--- src/rtl/regfile_pkg.sv ---
// Shared definitions for the register-file writeback arbiter.
// Holds the default data width and register count, the register-address width,
// the zero-register constant, and helpers that locate one requester's fields
// inside the packed request buses.
package regfile_pkg;

  localparam int unsigned XLEN   = 32;
  localparam int unsigned NREG   = 32;
  localparam int unsigned REG_AW = 5;

  localparam logic [REG_AW-1:0] ZERO_REG = '0;

  // LSB of requester idx's destination field in the packed req_rd bus
  function automatic int unsigned rd_lsb(input int unsigned idx);
    return idx * REG_AW;
  endfunction

  // LSB of requester idx's data field in the packed req_data bus
  function automatic int unsigned data_lsb(input int unsigned idx, input int unsigned xlen);
    return idx * xlen;
  endfunction

endpackage

--- src/rtl/regfile_wb_arbiter_rr_arbiter.sv ---
// Generic N-way round-robin arbiter with pointer state.
// Ports:
//   clk, reset : clock, synchronous active-high reset (pointer -> 0)
//   req        : request vector
//   advance    : a grant was accepted; pointer moves past the winner
//   grant      : one-hot grant, combinational from req and the pointer
//   idx        : binary index of the granted requester
module rr_arbiter
  import regfile_pkg::*;
#(
  parameter int unsigned N = 3,
  localparam int unsigned IW = (N > 1) ? $clog2(N) : 1
) (
  input  logic          clk,
  input  logic          reset,
  input  logic [N-1:0]  req,
  input  logic          advance,
  output logic [N-1:0]  grant,
  output logic [IW-1:0] idx
);

  logic [IW-1:0] rr_ptr_q;
  logic [IW-1:0] rr_ptr_d;
  logic [IW:0]   cand;
  logic          found;

  // Search upward from the pointer, wrapping at N; first requester found wins
  always_comb begin
    grant = '0;
    idx   = '0;
    found = 1'b0;
    cand  = '0;
    for (int unsigned k = 0; k < N; k++) begin
      cand = {1'b0, rr_ptr_q} + (IW+1)'(k);
      if (cand >= (IW+1)'(N)) begin
        cand = cand - (IW+1)'(N);
      end
      if (!found && req[cand[IW-1:0]]) begin
        found              = 1'b1;
        grant[cand[IW-1:0]] = 1'b1;
        idx                = cand[IW-1:0];
      end
    end
  end

  // Next pointer is one past the winner, modulo N
  always_comb begin
    rr_ptr_d = (idx == IW'(N-1)) ? '0 : idx + IW'(1);
  end

  always_ff @(posedge clk) begin
    if (reset) begin
      rr_ptr_q <= '0;
    end else if (advance) begin
      rr_ptr_q <= rr_ptr_d;
    end
  end

endmodule

--- src/rtl/regfile_wb_arbiter.sv ---
// Register-file writeback arbiter with RAW busy scoreboard.
// Shares the single register-file write port among N_REQ writeback sources
// (index 0 = ALU pipe) and tracks registers owned by in-flight multi-cycle ops.
// Build option: REGFILE_WB_ARB_FIXED_PRIO_EN selects fixed priority (lowest
// index wins) in place of round-robin.
// Ports:
//   clk, reset              : clock, synchronous active-high reset
//   req_valid/req_ready     : per-requester handshake (ready is combinational)
//   req_rd/req_data         : packed per-requester destination and data
//   wb_en/wb_reg/wb_data    : registered register-file write port
//   alloc_valid/alloc_reg   : multi-cycle dispatch marks alloc_reg busy
//   rs1/rs2, rs1_busy/rs2_busy : issue-stage hazard queries (combinational)
//   busy_vec                : registered scoreboard
module regfile_wb_arbiter
  import regfile_pkg::*;
#(
  parameter int unsigned N_REQ = 3,
  parameter int unsigned XLEN  = regfile_pkg::XLEN,
  parameter int unsigned NREG  = regfile_pkg::NREG
) (
  input  logic                    clk,
  input  logic                    reset,
  input  logic [N_REQ-1:0]        req_valid,
  output logic [N_REQ-1:0]        req_ready,
  input  logic [N_REQ*REG_AW-1:0] req_rd,
  input  logic [N_REQ*XLEN-1:0]   req_data,
  output logic                    wb_en,
  output logic [REG_AW-1:0]       wb_reg,
  output logic [XLEN-1:0]         wb_data,
  input  logic                    alloc_valid,
  input  logic [REG_AW-1:0]       alloc_reg,
  input  logic [REG_AW-1:0]       rs1,
  input  logic [REG_AW-1:0]       rs2,
  output logic                    rs1_busy,
  output logic                    rs2_busy,
  output logic [NREG-1:0]         busy_vec
);

  localparam int unsigned IW = (N_REQ > 1) ? $clog2(N_REQ) : 1;

  logic [N_REQ-1:0]  req_c;
  logic [N_REQ-1:0]  grant_c;
  logic [IW-1:0]     gidx_c;
  logic              hs_c;
  logic [REG_AW-1:0] g_rd_c;
  logic [XLEN-1:0]   g_data_c;

  logic              wb_en_q, wb_en_d;
  logic [REG_AW-1:0] wb_reg_q;
  logic [XLEN-1:0]   wb_data_q;
  logic [NREG-1:0]   busy_q, busy_d;

  // Nothing is granted while reset is held
  assign req_c = reset ? '0 : req_valid;

`ifdef REGFILE_WB_ARB_FIXED_PRIO_EN
  // Priority encoder: lowest valid index wins
  always_comb begin
    grant_c = '0;
    gidx_c  = '0;
    for (int i = N_REQ - 1; i >= 0; i--) begin
      if (req_c[i]) begin
        grant_c = '0;
        grant_c[i] = 1'b1;
        gidx_c  = IW'(i);
      end
    end
  end
`else
  rr_arbiter #(
    .N (N_REQ)
  ) u_rr_arbiter (
    .clk     (clk),
    .reset   (reset),
    .req     (req_c),
    .advance (hs_c),
    .grant   (grant_c),
    .idx     (gidx_c)
  );
`endif

  assign hs_c      = |grant_c;
  assign req_ready = grant_c;
  assign g_rd_c    = req_rd[rd_lsb(32'(gidx_c)) +: REG_AW];
  assign g_data_c  = req_data[data_lsb(32'(gidx_c), XLEN) +: XLEN];

  // Scoreboard next state: clear on writeback, then set on alloc so set wins
  always_comb begin
    busy_d  = busy_q;
    wb_en_d = hs_c && (g_rd_c != ZERO_REG);
    if (wb_en_d) begin
      busy_d[g_rd_c] = 1'b0;
    end
    if (alloc_valid && (alloc_reg != ZERO_REG)) begin
      busy_d[alloc_reg] = 1'b1;
    end
    busy_d[0] = 1'b0;
  end

  always_ff @(posedge clk) begin
    if (reset) begin
      wb_en_q   <= 1'b0;
      wb_reg_q  <= '0;
      wb_data_q <= '0;
      busy_q    <= '0;
    end else begin
      wb_en_q <= wb_en_d;
      if (hs_c) begin
        wb_reg_q  <= g_rd_c;
        wb_data_q <= g_data_c;
      end
      busy_q <= busy_d;
    end
  end

  assign wb_en    = wb_en_q;
  assign wb_reg   = wb_reg_q;
  assign wb_data  = wb_data_q;
  assign busy_vec = busy_q;
  assign rs1_busy = busy_q[rs1];
  assign rs2_busy = busy_q[rs2];

endmodule

--- config.mk ---
export PLATFORM = sky130hd
export DESIGN_NAME = regfile_wb_arbiter
export DESIGN_NICKNAME = d
export VERILOG_FILES = /design/src/rtl/regfile_pkg.sv /design/src/rtl/regfile_wb_arbiter_rr_arbiter.sv /design/src/rtl/regfile_wb_arbiter.sv
export SDC_FILE = /design/constraint.sdc
export NUM_CORES = 1
export LEC_CHECK = 0
export CAP_MARGIN = 20
export CORE_MARGIN = 5
export CORE_UTILIZATION = 39
export CTS_BUF_LIST = sky130_fd_sc_hd__clkbuf_4 sky130_fd_sc_hd__clkbuf_8 sky130_fd_sc_hd__clkbuf_16
export DETAILED_ROUTE_END_ITERATION = 12
export PLACE_DENSITY = 0.78
export SLEW_MARGIN = 20
export SYNTH_ARGS = -nofsm -noshare
export SYNTH_HDL_FRONTEND = slang
export SYNTH_SLANG_ARGS = --single-unit
--- constraint.sdc ---
create_clock -name clk -period 2.6 [get_ports clk]
set_input_delay 0.52 -clock clk [delete_from_list [all_inputs] [get_ports clk]]
set_output_delay 0.52 -clock clk [all_outputs]
set_load 0.005 [all_outputs]
==> results.tsv, run 1 <==
metric	value	unit
outcome	finished with violations	
violations	negative setup slack	
antenna_cells	0	
clock_path_buffers	2	
cap_violations	0	
ys_warn_count	0	
grt_pass1_vias	5758	
drtIter0Drc	347	
syn_nets	700	
nFillCells	854	
die_area	14200	um^2
avgRoutedWirePerCell	20.2	um
setup_violations	33	
path_max_fanout	8	
worstSetupPathType	input port to register	
power.leakage	0.00337	uW
grt_pass1_wl	29100	um
syn_area_per_cell	8.26	um^2
worstPathRequired	2.81	ns
r2r_start	u_rr_arbiter.rr_ptr_q[0]	
synth_cells	564	
clk_latency	0.34	ns
power.density	813	nW/um^2
hp-class	register to register	
cts-root-buf	clkbuf_16	
dp_hpwl	14200	um
drc	0	
gp_congestion	0.960	
grt_remaining_overflow	0	
r2r_slack	-0.13	ns
setup_ws	-0.136	ns
synth-edff-count	0	
internal_power	4210	uW
largest_reg_flops	32	
rsz0062_at_grt	true	
drv_slew	0	
first_pass_iters	5	
swShare	38.3	%
ir_drop	0.000436	V
max_slew_margin	56.5	%
antenna_found_initial	0	
worst-r2r-cell-count	13	
seq_power_share	22.4	%
cp-startpoint	req_valid[2]	
seqCellArea	1430	um^2
portBuffers	205	
cts_hold_buf	0	
hp-start	wb_data[19]	
cts_tree	yes	
p_switching	2620	uW
start_util	39.3	%
fp.dieW	119	um
async_flop_share	0	%
drt-total-wl	20000	um
htree_num_levels	3	
post-route-min-period	2.74	ns
r2r_end	busy_vec[25]	
worst_clock_skew	0.00499	ns
vias	5690	
yosysTopAreaCell	dfxtp_1	
hold_viol_final	0	
pwr-share-clk	18.2	%
final_cell_area	8400	um^2
ys.flop_type	dfxtp_1	
syn-cell-area	4660	um^2
core-area	11900	um^2
yosysUniqueCellTypes	58	
synth-seq-cells	71	
dieHeight	119	um
p_comb_share	59.4	%
finalCritPeriodShare	105	%
clkTransAtPathRegs	0.06	ns
pin_count	207	
endpoint_kind	register	
drive_gt1_share	26.5	%
placed_cell_area	7290	um^2
ys_seq_area_share	30.5	%
grt_max_degree	41	
max_freq	0.366	GHz
cts_sinks	71	
worstSetupEndpoint	busy_vec[25]	
synth_area_leaders	dfxtp_1 (31%), mux4_2 (8.7%), nand2_1 (8.4%)	
critPathArrivalTime	2.95	ns
syn_to_final_growth	80.3	%
vias_per_cell	5.74	
fin_nets	976	
numCtsBuffers	9	
grt_usage	25.5	%
ant_nets	0	
synth_top_area_share	30.5	%
rows	40	
tightest_slew	0.648	ns
setup_tns	-1.66	ns
multiInputGateArea	3410	um^2
start_kind	input port	
==> Yosys cell counts, types with 4 or more instances <==
cell,number
a21o_1,6
a21oi_1,57
a22oi_1,6
a311oi_1,7
a31oi_1,22
and3_1,5
buf_1,4
buf_2,20
clkbuf_1,16
dfxtp_1,71
ha_1,4
inv_1,10
mux2_2,6
mux2i_1,36
mux4_2,18
nand2_1,104
nand3_1,9
nor2_1,37
nor2b_1,9
nor3_1,14
o211ai_1,34
o21ai_0,10
o31ai_1,8
or3_1,4
==> power groups by stage <==
stage | logic (uW) | clock network [uW] | registers (uW)
6_report | 4050 | 1250 | 1530
5_1_grt | 4310 | 1310 | 1560
4_1_cts | 3580 | 1250 | 1520
3_5_place_dp | 3190 | 0 | 1530
3_3_place_gp | 3130 | 0 | 1520
2_1_floorplan | 1610 | 0 | 1520
==> critical path, stage by stage <==
cell and delay [ns]:
clkdlybuf4s15_1 0.44, or3b_4 0.44, and2_4 0.16, a31oi_4 0.30, buf_6 0.16, mux2i_4 0.21, buf_4 0.15, a21oi_2 0.10
o31ai_1 0.32, nand3_1 0.14
==> final cells by class <==
| cell class | count | area share (%) |
|---|---|---|
| timing repair buffer | 309 | 36.1 |
| tap | 147 | 2.19 |
| multi-input combinational | 439 | 40.6 |
| clock buffer | 9 | 2.68 |
| sequential | 71 | 17.0 |
| inverter | 10 | 0.506 |
| clock inverter | 7 | 0.864 |
==> layout by cell type, fill, tap and decap left out, drive strengths merged, types with 3 or more instances in the layout <==
master	n
clkdlybuf4s50	192
buf	112
nand2	104
dfxtp	71
a21oi	58
nor2	37
mux2i	36
o211ai	34
a31oi	23
mux4	18
nor3	17
o21ai	12
clkbuf	11
inv	11
nor2b	9
nand3	9
o31ai	8
a22oi	7
a311oi	7
mux2	6
a21o	6
and3	5
and2	5
ha	4
or3	4
nand2b	3
a32oi	3
clkinv	3
==> through the flow <==
step           power, uW  hold slack [ns]  worst slack [ns]  std cells  utilization, %
5_1_grt             7180            0.477            -0.188        992            70.8
6_report            6830            0.451            -0.136        992            70.8
4_1_cts             6360            0.454           -0.0243        981            67.6
3_3_place_gp        4650            0.439            -0.789        942            61.5
2_1_floorplan       3130            0.448          -0.00222        564               -
3_5_place_dp        4720            0.446            -0.811        942            61.5
==> cells by family (layout without fill, tap and decap cells) <==
kind of cell / Yosys count / in the layout / share of synthesized area [%]
AND/OR/NAND/NOR: 203 / 203 / 19.9
other: 1 / 1 / 0.0805
multiplexers: 60 / 60 / 17.9
buffers and inverters: 54 / 335 / 5.37
AO/OA/AOI/OAI: 171 / 171 / 25.2
adder cells (fa/ha/maj): 4 / 4 / 1.07
flip-flops: 71 / 71 / 30.5
==> how the worst min path moves through the flow <==
| stage | endpoint | slack [ns] | depth (start not counted) |
|---|---|---|---|
| after floorplan | wb_reg[2] | 0.45 | 2 |
| after global placement | wb_data[22] | 0.44 | 2 |
| after detailed placement | wb_data[7] | 0.45 | 2 |
| after CTS | wb_data[14] | 0.45 | 2 |
| after global routing | wb_data[19] | 0.48 | 2 |
| final | wb_data[19] | 0.45 | 2 |
==> per-layer routing <==
metal	track usage [%]	wire length, um	vias to the layer above
li1	-	-	2648
met1	27.7	7060	2640
met2	44.0	9830	318
met3	8.88	1950	84
met4	12.2	1170	0
met5	0	0	-
==> timing repair <==
action                                  CTS  global route
gates resized for setup                  94            58
endpoints found under the setup margin   76            76
gates cloned                              3             1
pin swaps                                17            28
buffers inserted                         22            11
(Power assumes the default switching activity.)
==> run 2, diff against run 1 <==
--- a/config.mk
+++ b/config.mk
@@ -6,4 +6,5 @@
 export NUM_CORES = 1
 export LEC_CHECK = 0
+export ABC_AREA = 0
 export CAP_MARGIN = 20
 export CORE_MARGIN = 5
@@ -12,4 +13,5 @@
 export DETAILED_ROUTE_END_ITERATION = 12
 export PLACE_DENSITY = 0.78
+export RECOVER_POWER = 100
 export SLEW_MARGIN = 20
 export SYNTH_ARGS = -nofsm -noshare
==> constraint.sdc (replaced) <==
create_clock -name clk -period 2.6 [get_ports clk]
set_input_delay 0.52 -clock clk [delete_from_list [all_inputs] [get_ports clk]]
set_output_delay 0.52 -clock clk [all_outputs]
set_load 0.02 [all_outputs]
==> run 2 against run 1 <==
- the flow still finishes with violations (negative setup slack)
- critical path depth is 1 lower
- clock power grew 9%
- setup slack improved by 0.0085 ns
- combinational power rose by 6.7%
- first-iteration DRC count rose by 52%
- final area up 0.64%
- sequential share of layout area decreased by 0.14 points
- hold slack got worse by 0.0044 ns
- core utilization grew 0.45 points
- sequential power hardly changed
- global-route usage is 0.25 points lower
- die area did not move
- largest cell class unchanged
- highest routed layer unchanged
==> results.tsv, run 2 (synthesized netlist as in run 1, its figures left out) <==
metric	value	unit	change
drtIter0Drc	528		was 347
endpoint_kind	output pin		was register
r2r_start	u_rr_arbiter.rr_ptr_q[0]		unchanged
fin_nets	984		was 976
drc	0		unchanged
gp_congestion	1.01		was 0.960
dieHeight	119	um	unchanged
grt_remaining_overflow	0		unchanged
r2r_slack	-0.12	ns	was -0.13 ns
clk_latency	0.33	ns	was 0.34 ns
setup_ws	-0.127	ns	was -0.136 ns
fin_util	71.3	%	was 70.8%
start_util	39.3	%	unchanged
placed_cell_area	7410	um^2	was 7290 um^2
ant_nets	0		unchanged
syn_to_final_growth	81.5	%	was 80.3%
numCtsBuffers	9		unchanged
drt-total-wl	19600	um	was 20000 um
clkTransAtPathRegs	0.05	ns	was 0.06 ns
drv_slew	0		unchanged
finalCritPeriodShare	105	%	about the same
clock_path_buffers	2		unchanged
nFillCells	850		was 854
tightest_slew	0.622	ns	was 0.648 ns
first_pass_iters	6		was 5
holdWs	0.446	ns	was 0.451 ns
cts-root-buf	clkbuf_16		unchanged
die_area	14200	um^2	unchanged
drive_gt1_share	27.0	%	was 26.5%
rsz0062_at_grt	true		unchanged
min_path_cells	2		unchanged
hold_end	wb_data[20]		was wb_data[19]
pin_count	207		unchanged
max_freq	0.367	GHz	was 0.366 GHz
fp.dieW	119	um	unchanged
hold_viol_final	0		unchanged
outcome	finished with violations		unchanged
violations	negative setup slack		unchanged
start_kind	register		was input port
dp_hpwl	14200	um	about the same
setup_tns	-1.69	ns	was -1.66 ns
core-area	11900	um^2	unchanged
power.density	849	nW/um^2	was 813 nW/um^2
grt_pass1_wl	29200	um	was 29100 um
dp_slack	-0.898	ns	was -0.811 ns
critPathArrivalTime	2.21	ns	was 2.95 ns
cap_violations	0		unchanged
setup_violations	33		unchanged
antenna_cells	0		unchanged
max_slew_margin	58.2	%	was 56.5%
grt_pass1_vias	5657		was 5758
power.leakage	0.00364	uW	was 0.00337 uW
ir_drop	0.000450	V	was 0.000436 V
cts_sinks	71		unchanged
vias	5831		was 5690
final_cell_area	8450	um^2	was 8400 um^2
post-route-min-period	2.73	ns	was 2.74 ns
avgRoutedWirePerCell	19.6	um	was 20.2 um
final_common_cell	clkdlybuf4s50_1		unchanged
layout_common_cells	clkdlybuf4s50_1 (123), nand2_1 (103), buf_4 (86)		was clkdlybuf4s50_1 (192), nand2_1 (104), buf_4 (81)
worstPathRequired	2.08	ns	was 2.81 ns
grt_max_degree	58		was 41
hp-start	wb_data[20]		was wb_data[19]
rows	40		unchanged
worst_clock_skew	0.00476	ns	was 0.00499 ns
cts_tree	yes		unchanged
antenna_found_initial	0		unchanged
worst-r2r-cell-count	13		unchanged
hp-class	register to register		unchanged
htree_num_levels	3		unchanged
grt_usage	25.2	%	was 25.5%
largest_reg_flops	32		unchanged
worstSetupPathType	register to output pin		was input port to register
path_max_fanout	7		was 8
r2r_end	busy_vec[28]		was busy_vec[25]
vias_per_cell	5.83		was 5.74
portBuffers	205		unchanged
run 2: cell types whose count changed in the layout (fill, tap and decap cells not counted), sizes merged:
cell,previous run,this run
clkdlybuf4s50,192,123
dlygate4sd3,0,69
buf,112,119
clkbuf,11,13
bufinv,1,2
clkinv,3,2
clkinvlp,2,1
dlygate4sd2,2,3
inv,11,10
run 2: power by group:
group          total [uW]  internal (uW)  switching, uW  leakage [uW]
Clock                1360            877            481      0.000159
Sequential           1500           1350            150      0.000581
Combinational        4320           2080           2240       0.00290
Total                7180           4310           2870       0.00364
run 2: metrics by stage:
stage / std cells / total power [uW]
after CTS: 983 / 6670
after global placement: 958 / 4990
after floorplan: 564 / 3440
after detailed placement: 958 / 5080
final: 1000 / 7180
after global routing: 1000 / 7540
run 2: what timing repair did:
item,CTS,global route
pin swaps,14,38
resized for setup,97,56
setup buffers,8,15
cloned,2,3
setup endpoints to repair,76,76
hold buffers,0,0
run 2: how the worst max path moves through the flow:
stage / from / to / slack (ns) / depth (start not counted)
after floorplan: rs1[1] / rs1_busy / -0.05 / 4
after global placement: rs1[0] / rs1_busy / -0.85 / 6
after detailed placement: rs2[0] / rs2_busy / -0.90 / 6
after CTS: rs2[0] / rs2_busy / -0.05 / 6
after global routing: u_rr_arbiter.rr_ptr_q[0] / busy_vec[16] / -0.30 / 13
final: u_rr_arbiter.rr_ptr_q[0] / req_ready[2] / -0.13 / 9
run 2: per-layer routing:
metal	wire length (um)	up-vias	GRT usage (%)
li1	-	2664	-
met1	6720	2722	27.1
met2	10200	359	47.0
met3	1830	86	6.70
met4	871	0	9.23
met5	0	-	0
run 2: layout make-up:
type                    instances  area (um^2)  share of cell area [%]
repair buffers                317         3120                    36.9
flip-flops and latches         71         1430                    16.9
well taps                     147          184                    2.18
inverters                      10         40.0                   0.474
clock buffers                  11          246                    2.92
multi-input cells             439         3350                    39.7
clock inverters                 5         81.3                   0.962
run 2: critical path, stage by stage, from the launching register on:
cell      delay (ns)
dfxtp_2         0.36
buf_6           0.11
ha_4            0.18
and4bb_2        0.29
buf_6           0.13
a21o_1          0.18
a22oi_2         0.24
o21ai_2         0.13
buf_4           0.15
buf_6           0.12
==> run 3, diff against run 2 <==
CORE_MARGIN = not set   (was 5)
CORE_UTILIZATION = 58   (was 39)
DONT_BUFFER_PORTS = 1   (was not set)
PLACE_DENSITY = 0.76   (was 0.78)
==> run 3 against run 2 <==
- the flow still finishes with violations (negative setup slack)
- non-clock buffer count fell by 237
- global-route usage grew 9.4 points
- final area fell by 29%
- setup slack worse by 0.035 ns
- largest cell class unchanged
- highest routed layer unchanged
==> results.tsv, run 3 (synthesized netlist as in run 1, its figures left out) <==
metric	value	unit	change
hp-class	input port to register		was register to register
cpPeakStageDelay	0.40	ns	was 0.36 ns
ir_drop	0.000630	V	was 0.000450 V
clkTransAtPathRegs	0.09	ns	was 0.05 ns
worstPathRequired	2.87	ns	was 2.08 ns
antenna_found_initial	0		unchanged
nFillCells	523		was 850
largest_reg_flops	32		unchanged
core-area	7770	um^2	was 11900 um^2
max_freq	0.362	GHz	was 0.367 GHz
power.leakage	0.00242	uW	was 0.00364 uW
post-route-min-period	2.76	ns	was 2.73 ns
numCtsBuffers	9		unchanged
cp.depth	13		was 9
antenna_cells	0		unchanged
fin_util	77.6	%	was 71.3%
worst-r2r-cell-count	13		unchanged
cts_tree	yes		unchanged
totalPowerFinal	6140	uW	was 7180 uW
vias_per_cell	7.07		was 5.83
tightest_slew	0.772	ns	was 0.622 ns
max_slew_margin	48.1	%	was 58.2%
dieHeight	91.6	um	was 119 um
hold_viol_final	0		unchanged
fin_cells	718		was 1000
worst_clock_skew	0.0109	ns	was 0.00476 ns
rows	32		was 40
drv_slew	0		unchanged
portBuffers	0		was 205
htree_num_levels	3		unchanged
cts_hold_buf	0		unchanged
clk_latency	0.37	ns	was 0.33 ns
worstSetupPathType	register to register		was register to output pin
first_pass_iters	5		was 6
drive_gt1_share	34.6	%	was 27.0%
grt_pass1_wl	22800	um	was 29200 um
violations	negative setup slack		unchanged
fp.dieW	91.6	um	was 119 um
layout_common_cells	nand2_1 (104), buf_4 (57), a21oi_1 (54)		was clkdlybuf4s50_1 (123), nand2_1 (103), buf_4 (86)
grt_max_degree	62		was 58
grt_remaining_overflow	0		unchanged
final_common_cell	nand2_1		was clkdlybuf4s50_1
critical_path.top_delay_family	compound AO/OA/AOI/OAI gates		unchanged
drc	0		unchanged
drt-total-wl	17300	um	was 19600 um
start_kind	register		unchanged
grt_usage	34.6	%	was 25.2%
rsz0062_at_grt	true		unchanged
endpoint_kind	register		was output pin
clock_path_buffers	2		unchanged
ant_nets	0		unchanged
die_area	8390	um^2	was 14200 um^2
min_path_cells	1		was 2
syn_to_final_growth	29.5	%	was 81.5%
critPathArrivalTime	3.03	ns	was 2.21 ns
dp_hpwl	10200	um	was 14200 um
cts-root-buf	clkbuf_8		was clkbuf_16
grt_pass1_vias	4696		was 5657
cts_sinks	71		unchanged
setup_ws	-0.162	ns	was -0.127 ns
power.density	1020	nW/um^2	was 849 nW/um^2
fin_nets	747		was 984
dp.cells	681		was 958
finalCritPeriodShare	106	%	was 105%
cap_violations	0		unchanged
pin_count	207		unchanged
crit_top_cell	buf_4		was buf_6
slowest_stage	dfxtp_4		was dfxtp_2
start_util	60.0	%	was 39.3%
seqCellArea	1460	um^2	was 1430 um^2
outcome	finished with violations		unchanged
path_max_fanout	4		was 7
gp_congestion	0.901		was 1.01
multiInputGateArea	3390	um^2	was 3350 um^2
drtIter0Drc	454		was 528
path_cells	inv_4, ha_4, buf_6, nor3b_4, a2111oi_4, buf_4, buf_4, a311o_1, a31oi_2, buf_4, nor3_1, buf_4, a311oi_2		was buf_6, ha_4, and4bb_2, buf_6, a21o_1, a22oi_2, o21ai_2, buf_4, buf_6
setup_violations	33		unchanged
avgRoutedWirePerCell	24.1	um	was 19.6 um
path_buf_inv	6		was 4
vias	5077		was 5831
[run 3: worst register-to-register path, cell delays in order, from the launching register on]
cell,delay [ns]
dfxtp_4,0.40
inv_4,0.05
ha_4,0.17
buf_6,0.13
nor3b_4,0.23
a2111oi_4,0.06
buf_4,0.17
buf_4,0.13
a311o_1,0.38
a31oi_2,0.23
buf_4,0.21
nor3_1,0.06
buf_4,0.17
a311oi_2,0.28
[run 3: area by class of cell]
| type | instances | area share, % |
|---|---|---|
| Clock buffer | 10 | 2.28 |
| Clock inverter | 6 | 1.12 |
| Inverter | 10 | 0.747 |
| Multi-Input combinational cell | 439 | 56.3 |
| Sequential cell | 71 | 24.2 |
| Tap cell | 102 | 2.12 |
| Timing Repair Buffer | 80 | 13.2 |
[run 3: layer usage]
layer	routed length [um]	vias to the layer above	GRT usage, %
li1	-	2181	-
met1	5940	2358	39.1
met2	8560	433	60.9
met3	1880	105	6.88
met4	904	0	18.9
met5	0	-	0
[run 3: final timing paths]
kind / startpoint / endpoint / slack, ns
setup / recovery: u_rr_arbiter.rr_ptr_q[0] / busy_vec[3] / -0.16
hold / removal: reset / busy_vec[27] / 0.21
setup reg to reg: u_rr_arbiter.rr_ptr_q[0] / busy_vec[3] / -0.16
hold reg to reg: u_rr_arbiter.rr_ptr_q[0] / u_rr_arbiter.rr_ptr_q[0] / 0.55
[run 3: through the flow]
step | hold WS (ns) | worst slack, ns | instance area (um^2) | setup TNS, ns
finish | 0.209 | -0.162 | 6030 | -2.02
CTS | 0.226 | 0.000393 | 5500 | 0
global route | 0.205 | -0.236 | 6030 | -5.67
detailed placement | 0.485 | -0.271 | 5090 | -5.57
floorplan | 0.465 | -0.0531 | 4680 | -0.0531
global placement | 0.475 | -0.129 | 5090 | -1.17
[run 3: where the power goes]
group | leakage, uW | internal (uW) | switching, uW
Sequential | 0.000595 | 1360 | 521
Combinational | 0.00173 | 1550 | 1770
Clock | 0.0000989 | 473 | 474
[run 3: what timing repair did]
item                                    4_1_cts  5_1_grt
pin swaps                                     8       37
gates cloned                                  0        4
endpoints found under the setup margin       76       76
buffers inserted                              7       11
endpoints found under the hold margin         0        0
gates resized for setup                      47       78
